--- config.mk ---
export PLATFORM = sky130hd
export DESIGN_NAME = dmem_arbiter
export DESIGN_NICKNAME = d
export VERILOG_FILES = /design/src/rtl/dmem_arb_pkg.sv /design/src/rtl/dmem_arbiter_sat_counter.sv /design/src/rtl/dmem_arbiter.sv
export SDC_FILE = /design/constraint.sdc
export NUM_CORES = 1
export LEC_CHECK = 0
export BUFFER_PORTS_ARGS = -buffer_cell sky130_fd_sc_hd__clkbuf_2
export CORE_AREA = 2 2 117 119
export CTS_CLUSTER_SIZE = 24
export DETAILED_ROUTE_END_ITERATION = 12
export DIE_AREA = 0 0 119 121
export PLACE_DENSITY_LB_ADDON = 0.2
export SLEW_MARGIN = 20
export SYNTH_ARGS = -nofsm -noshare
export SYNTH_HDL_FRONTEND = slang
export SYNTH_SLANG_ARGS = --single-unit
--- constraint.sdc ---
create_clock -name clk -period 1.9 [get_ports clk]
set_input_delay 0 -clock clk [delete_from_list [all_inputs] [get_ports clk]]
set_output_delay 0 -clock clk [all_outputs]
set_load 0.005 [all_outputs]
--- src/rtl/dmem_arb_pkg.sv ---
// Shared types and defaults for the data-memory arbiter between the MEM stage and the UART DMA.
package dmem_arb_pkg;

    typedef enum logic {
        S_CPU_PRI   = 1'b0,
        S_DMA_BURST = 1'b1
    } arb_state_t;

    localparam int DEF_MAX_WAIT = 8;
    localparam int DEF_BURST    = 4;
    localparam int PERIPH_BIT   = 30;
    localparam int WAIT_W       = 8;
    localparam int BURST_W      = 5;

endpackage

--- src/rtl/dmem_arbiter_sat_counter.sv ---
// Saturating up-counter with synchronous clear; clear wins over increment.
module sat_counter #(
    parameter int WIDTH = 8,
    parameter int LIMIT = 255
) (
    input  logic             clk,
    input  logic             reset,
    input  logic             inc,
    input  logic             clr,
    output logic [WIDTH-1:0] count
);

    localparam logic [WIDTH-1:0] LIM = WIDTH'(LIMIT);

    always_ff @(posedge clk or negedge reset) begin
        if (!reset) begin
            count <= '0;
        end else if (clr) begin
            count <= '0;
        end else if (inc && (count != LIM)) begin
            count <= count + WIDTH'(1);
        end
    end

endmodule

--- src/rtl/dmem_arbiter.sv ---
// Single-port DataMem arbiter: CPU has priority, a starvation counter forces
// bounded DMA bursts and stalls the pipeline while the DMA owns the port.
//
// state       | meaning
// S_CPU_PRI   | CPU first; DMA only gets idle slots or a forced grant on starvation
// S_DMA_BURST | DMA owns the port until it drops dma_req or the burst limit is hit
module dmem_arbiter
    import dmem_arb_pkg::*;
#(
    parameter int MAX_WAIT = DEF_MAX_WAIT,
    parameter int BURST    = DEF_BURST
) (
    input  logic        clk,
    input  logic        reset,
    input  logic        cpu_rd,
    input  logic        cpu_wr,
    input  logic [31:0] cpu_addr,
    input  logic [31:0] cpu_wdata,
    output logic [31:0] cpu_rdata,
    output logic        cpu_stall,
    input  logic        dma_req,
    input  logic        dma_wr,
    input  logic [31:0] dma_addr,
    input  logic [31:0] dma_wdata,
    output logic        dma_gnt,
    output logic [31:0] dma_rdata,
    output logic        dma_rvalid,
    output logic        mem_rd,
    output logic        mem_wr,
    output logic [31:0] mem_addr,
    output logic [31:0] mem_wdata,
    input  logic [31:0] mem_rdata
);

    localparam logic [WAIT_W-1:0]  WAIT_MAX   = WAIT_W'(MAX_WAIT);
    localparam logic [BURST_W-1:0] BURST_LAST = BURST_W'(BURST - 1);
    localparam logic               MULTI      = (BURST > 1);

    arb_state_t         state;
    logic               cpu_req;
    logic               starve;
    logic               go_burst;
    logic               leave_burst;
    logic               burst_clr;
    logic [WAIT_W-1:0]  wait_cnt;
    logic [BURST_W-1:0] burst_cnt;

    assign cpu_req = (cpu_rd | cpu_wr) & ~cpu_addr[PERIPH_BIT];
    assign starve  = (wait_cnt == WAIT_MAX);

    sat_counter #(.WIDTH(WAIT_W), .LIMIT(MAX_WAIT)) u_wait_cnt (
        .clk   (clk),
        .reset (reset),
        .inc   (dma_req & ~dma_gnt),
        .clr   (dma_gnt | ~dma_req),
        .count (wait_cnt)
    );

    sat_counter #(.WIDTH(BURST_W), .LIMIT(BURST)) u_burst_cnt (
        .clk   (clk),
        .reset (reset),
        .inc   (dma_gnt),
        .clr   (burst_clr),
        .count (burst_cnt)
    );

    // The grant is combinational so the access happens in the request cycle.
    always_comb begin
        dma_gnt     = 1'b0;
        go_burst    = 1'b0;
        leave_burst = 1'b0;
        case (state)
            S_CPU_PRI: begin
                dma_gnt  = dma_req & (~cpu_req | starve);
                go_burst = dma_gnt & cpu_req & starve & MULTI;
            end
            S_DMA_BURST: begin
                dma_gnt     = dma_req;
                leave_burst = ~dma_req | (burst_cnt == BURST_LAST);
            end
            default: ;
        endcase
        burst_clr = (state == S_CPU_PRI) ? ~go_burst : leave_burst;
    end

    always_ff @(posedge clk or negedge reset) begin
        if (!reset) begin
            state      <= S_CPU_PRI;
            dma_rdata  <= '0;
            dma_rvalid <= 1'b0;
        end else begin
            dma_rvalid <= dma_gnt & ~dma_wr;
            if (dma_gnt && !dma_wr) begin
                dma_rdata <= mem_rdata;
            end
            case (state)
                S_CPU_PRI:   if (go_burst) state <= S_DMA_BURST;
                S_DMA_BURST: if (leave_burst) state <= S_CPU_PRI;
                default:     state <= S_CPU_PRI;
            endcase
        end
    end

    always_comb begin
        mem_rd    = 1'b0;
        mem_wr    = 1'b0;
        mem_addr  = '0;
        mem_wdata = '0;
        if (dma_gnt) begin
            mem_rd    = ~dma_wr;
            mem_wr    = dma_wr;
            mem_addr  = dma_addr;
            mem_wdata = dma_wdata;
        end else if (cpu_req) begin
            mem_rd    = cpu_rd;
            mem_wr    = cpu_wr;
            mem_addr  = cpu_addr;
            mem_wdata = cpu_wdata;
        end
    end

    assign cpu_stall = cpu_req & dma_gnt;
    assign cpu_rdata = dma_gnt ? 32'd0 : mem_rdata;

endmodule

* Word level (Yosys, flattened, before mapping) *
Cells that the tools add are included.

word-level totals
  register bits after elaboration = 47
  input bits = 166
  output and inout port bits = 133
  logic and storage cells = 55

operators by class
  $add $sub $neg = 2
  equality and inequality tests = 4
  mux-type cells = 20
  bitwise operators = 18
  reductions and logical operators = 6

operators by type and width
  operator             count
  $mux 32              5
  $mux 8               2
  $mux 5               2
  $mux 1               9
  $add 8x1->8 const B  1
  $eq 8x4->1 const B   1
  $ne 8x4->1 const B   1
  $and 1x1->1          7
  $not 1->1            7
  $add 5x1->5 const B  1
  $eq 5x2->1 const B   1
  $ne 5x3->1 const B   1
  $or 1x1->1           4
  $pmux 1 s2           2
  $reduce_bool 2->1    2
  $logic_and 1x1->1    3
  $logic_not 1->1      1

* Logic depth before layout (Yosys ltp) *
  depth in word-level cells = 11
  depth in mapped cells = 7

* Modules after synthesis *
A second synthesis with hierarchy kept.

unflattened totals
  cell total of the unflattened synthesis = 279
  area total of the unflattened synthesis = 3,066.7 µm²

by module, submodules not included
  module                      instances  cells an instance  area an instance (µm²)  seq. area each (µm²)
  dmem_arbiter                1          205                2,324.7                 850.8
  sat_counter at u_wait_cnt   1          45                 450.4                   200.2
  sat_counter at u_burst_cnt  1          29                 291.5                   125.1

* Worst setup path before layout *
No wires, ideal clock.

  path kind = register to register
  start = register u_wait_cnt.count[5]
  end = register dma_rdata[20]
  data arrival time = 1,812 ps
  setup slack = -37 ps
  cell stages (with the launch flop) = 6
  cell sequence = dfrtp_1 nor4_4 a311oi_4 nor3_4 buf_6 mux2_2

on the way
  cells in the longest elaborated chain, start to end = 5

ends and longest elaborated chain
  element                 RTL line                        text
  start, declared         dmem_arbiter_sat_counter.sv:10  output logic [WIDTH-1:0] count
  start signal, assigned  dmem_arbiter_sat_counter.sv:21  count <= count + WIDTH'(1);
  $eq 8x4->1              dmem_arbiter.sv:49              assign starve = (wait_cnt == WAIT_MAX);
  $or 1x1->1              dmem_arbiter.sv:74              dma_gnt = dma_req & (~cpu_req | starve);
  $and 1x1->1             dmem_arbiter.sv:74
  $pmux 1 s2              dmem_arbiter.sv:72              case (state)
  $logic_and 1x1->1       dmem_arbiter.sv:93              if (dma_gnt && !dma_wr) begin
  end signal, assigned    dmem_arbiter.sv:94              dma_rdata <= mem_rdata;
  end, declared           dmem_arbiter.sv:26              output logic [31:0] dma_rdata,

Every way passes these cells.
A chain may end at the register's enable or synchronous reset.

* Worst setup path after layout *
  start = register u_wait_cnt.count[1]
  end = output mem_wdata[13]

on the way
  cells in the longest elaborated chain, start to end = 5

ends and longest elaborated chain
  element        RTL line             text
  $eq 8x4->1     dmem_arbiter.sv:49
  $or 1x1->1     dmem_arbiter.sv:74
  $and 1x1->1    dmem_arbiter.sv:74
  $pmux 1 s2     dmem_arbiter.sv:72
  $mux 32        dmem_arbiter.sv:109  if (dma_gnt) begin
  end, declared  dmem_arbiter.sv:31   output logic [31:0] mem_wdata,

Every way passes these cells.

==> qor.txt <==
=================================================================================
Capture point of the critical path ................................. mem_wdata[13]
Period utilisation layout ..........................................       104.6%
Routed wirelength normalized by instance count ..................... 16.23 microns
Die area ...........................................................  14400 sq um
Sinks on the clock net .............................................           47
IR drop worst, VDD .................................................    0.3942 mV
First-pass GRT wire length ......................................... 21300 microns
Total number of vias ...............................................         4380
Clock transition at the registers of the reported paths ............        60 ps
Post-route worst hold slack ........................................     184.3 ps
Library cells used by synthesis ....................................           38
Final net count ....................................................          935
Post-route ant nets ................................................            0
Violated checks .................................................... setup timing
Synthesis warning total ............................................            0
Peak fanout along the critical path ................................           10
Routed Wire Length ................................................. 15290 microns
Detailed Place HPWL ................................................ 9934 microns
Number of synthesized flops with an enable pin .....................            0
Post-route setup TNS ...............................................     -2514 ps
Total standard cell area after synthesis ...........................   3258 sq um
Ordered list of cells on the worst path ............................ inv_1 > ha_2 > a311o_2 > nand2_4 > clkinv_8 > clkbuf_16 > o21ai_2 > clkbuf_2
CTS tree ...........................................................          yes
Most numerous cell types in the synthesized netlist ................ sky130_fd_sc_hd__nand2_1, sky130_fd_sc_hd__nand3_1, sky130_fd_sc_hd__o21ai_0
Hold Fails Final Rpt ...............................................            0
Final setup violation count ........................................           79
Worst Path Class, Setup ............................................ flop to primary output
Clock tree skew after final layout .................................     6.408 ps
Ant diodes .........................................................            0
Maximum number of pins on one net before global-route repair .......           44
Category of the worst setup path capture point ..................... primary output
Sequential share of the synthesized area ...........................       36.10%
Remaining routing DRC violations ...................................            0
Design area ........................................................   6394 sq um
Number of global-route vias before repair ..........................         4323
Initial cell density of the core ...................................       24.90%
Final critical-path setup slack ....................................    -86.50 ps
Final cell utilization of the core .................................       48.86%
Initial antenna violation count ....................................            0
Number of standard cells in the final layout excluding fillers .....          942
Overall die width ..................................................  119 microns
Layout cell share with drive strength beyond 1 .....................       57.96%
Run status ......................................................... complete, but fails checks
Arrival time reported for the critical path endpoint ...............      1990 ps
Number of buffers on the longest clock path ........................            2
RSZ-0062 raised after global routing ...............................          yes
Std-Cell Rows ......................................................           42
Critical path origin ............................................... u_wait_cnt.count[1]$_DFFE_PN0P_
Number of nets produced by synthesis ...............................          578
Library cell occupying the most area in the post-synthesis netlist . sky130_fd_sc_hd__dfrtp_1
Worst rel slew slack ...............................................       69.30%
Fraction of registers with async set or reset after synthesis ......       100.0%
Main flop type after synthesis ..................................... sky130_fd_sc_hd__dfrtp_1
Number of synthesized register bits ................................           47
CTS buffer count ...................................................            5
Synthesis-to-finish area growth ....................................       96.24%
Core outline area ..................................................  13090 sq um
Static Leak ........................................................     3.321 nW
Post-Syn Area per Cell .............................................  7.986 sq um
Highest Clock Rate .................................................    503.4 MHz
CTS root buf ....................................................... sky130_fd_sc_hd__clkbuf_16
Die outline height .................................................  121 microns
Total of max-cap violations ........................................            0
Overall routing resource usage .....................................       18.26%
Minimum period implied by the final worst setup slack ..............      1986 ps
Final number of max-transition violations ..........................            0
Number of H-tree branching levels ..................................            2
Type of the worst min-delay path ................................... input pin to flop
Count of buffers from port buffering ...............................          298
Crit Reg-Reg Startpoint ............................................ u_wait_cnt.count[5]$_DFFE_PN0P_
Post-DP Area .......................................................   5024 sq um
Maximum single-stage delay on the critical path ....................       370 ps
Global-route congestion overflow total .............................            0
CP required ........................................................      1900 ps
Pin slew with the least headroom to its limit ......................     460.5 ps
Detail-routed via count per cell ...................................        4.650
Gate Count Post-Synth ..............................................          408
Critical-path top delay cell ....................................... sky130_fd_sc_hd__a311o_2
Insertion delay to the later sink of the worst-skew pair ...........       290 ps
Synth top area share ...............................................       36.10%
Endpoint of the worst register-to-register path .................... dma_rdata[28]$_DFFE_PN0P_
Number of detailed-routing iterations run before antenna repair ....            4
Cells after DPL ....................................................          870
Startpoint type of the worst setup path ............................         flop
Final Wtd Congestion ...............................................       0.8797
Reg-to-reg slack, setup ............................................       -40 ps
R2r worst-path depth ...............................................            8
Ranking of synthesized cells by area ............................... sky130_fd_sc_hd__dfrtp_1, sky130_fd_sc_hd__nand3_1, sky130_fd_sc_hd__mux2_2
Num ports ..........................................................          299
Power density over the cells ....................................... 569.7 nW/um^2
Drt initial violations .............................................          167
=================================================================================
-- flip-flops by register name (all words and copies together), names as in the netlist --
name	cells
dma_rdata	32
dma_rvalid	1
state	1
u_burst_cnt.count	5
u_wait_cnt.count	8
-- per-layer routing --
metal | GRT usage [%] | share of wire, % | vias up
li1 | - | - | 2120
met1 | 21.28 | 39 | 2011
met5 | 0 | 0 | -
met2 | 32.47 | 50 | 220
met3 | 3.947 | 6.9 | 29
met4 | 7.515 | 3.3 | 0
-- power breakdown --
group / internal [W] / switching [W] / leakage (nW)
Clock: 0.000621 / 0.000381 / 0.0838
Combinational: 0.000806 / 0.000621 / 2.65
Sequential: 0.00114 / 0.0000782 / 0.586
-- through the flow --
step	total power, W	worst slack [ps]
after global routing	0.003839	-175.6
after detailed placement	0.002274	19.50
after global placement	0.002255	35.65
after CTS	0.003440	-121.1
after floorplan	0.001655	-37.17
final	0.003642	-86.50
-- worst max-delay path: cells and delay by family, from the launching register on --
family,cells,cell delay (ps)
buffers and inverters,4,480
DFF,1,360
and+or+nand+nor,1,160
AOI/OAI and AO/OA,2,520
adders and majority gates,1,170
-- cells in the final DEF (no fill, tap or decap), types with 2 or more instances in the layout --
cell                            count
sky130_fd_sc_hd__o21ai_4            3
sky130_fd_sc_hd__buf_12             8
sky130_fd_sc_hd__clkbuf_2         267
sky130_fd_sc_hd__buf_8              3
sky130_fd_sc_hd__inv_1              7
sky130_fd_sc_hd__dlygate4sd3_1     33
sky130_fd_sc_hd__mux2_2             4
sky130_fd_sc_hd__nand2_1           70
sky130_fd_sc_hd__clkbuf_16         13
sky130_fd_sc_hd__o21ai_1           30
sky130_fd_sc_hd__and2_4             2
sky130_fd_sc_hd__nor2_1             8
sky130_fd_sc_hd__and2_1            31
sky130_fd_sc_hd__nor3_1             2
sky130_fd_sc_hd__buf_4             24
sky130_fd_sc_hd__xor2_1             5
sky130_fd_sc_hd__buf_6              9
sky130_fd_sc_hd__buf_2             29
sky130_fd_sc_hd__ha_1               3
sky130_fd_sc_hd__or4_4              2
sky130_fd_sc_hd__mux2_4            28
sky130_fd_sc_hd__a21oi_1            3
sky130_fd_sc_hd__nand3_1           68
sky130_fd_sc_hd__buf_16             3
sky130_fd_sc_hd__dfrtp_1           47
sky130_fd_sc_hd__nand3_2            2
sky130_fd_sc_hd__o21ai_0            2
sky130_fd_sc_hd__o21ai_2           30
sky130_fd_sc_hd__and3_1             4
-- how the worst min path moves through the flow --
stage	startpoint	endpoint	cells past startpoint
2_1_floorplan	reset	dma_rdata[0]$_DFFE_PN0P_	0
3_5_place_dp	reset	dma_rdata[24]$_DFFE_PN0P_	1
3_3_place_gp	reset	dma_rdata[29]$_DFFE_PN0P_	1
4_1_cts	dma_wr	dma_rvalid$_DFF_PN0_	3
5_1_grt	dma_req	u_wait_cnt.count[1]$_DFFE_PN0P_	2
6_report	dma_req	u_wait_cnt.count[1]$_DFFE_PN0P_	2
-- layout make-up --
cell class              count  area, sq um
fillers                  1234         6691
repair buffers            384         2581
multi-input cells         318         2196
flip-flops and latches     47         1176
well taps                 176        220.2
clock buffers               5        125.1
clock inverters             3        43.79
inverters                   8        42.54
repair inverters            1        8.758
-- repair_timing --
| item | CTS | global route |
|---|---|---|
| cloned | 3 | 12 |
| endpoints found under the setup margin | 97 | 132 |
| setup buffers | 3 | 13 |
| resized for setup | 92 | 100 |
| hold endpoints to repair | 48 | 0 |
| pin swaps | 12 | 16 |
| hold buffers | 33 | 0 |
-- cells by family after synthesis --
logic type / Yosys count / share of synthesized area (%)
compound gates: 79 / 13.63
xor+xnor: 6 / 1.613
fa+ha+maj: 4 / 1.536
buf+inv: 43 / 5.837
flops: 47 / 36.10
mux: 32 / 11.06
simple gates: 197 / 30.22
(Power assumes the default switching activity.)
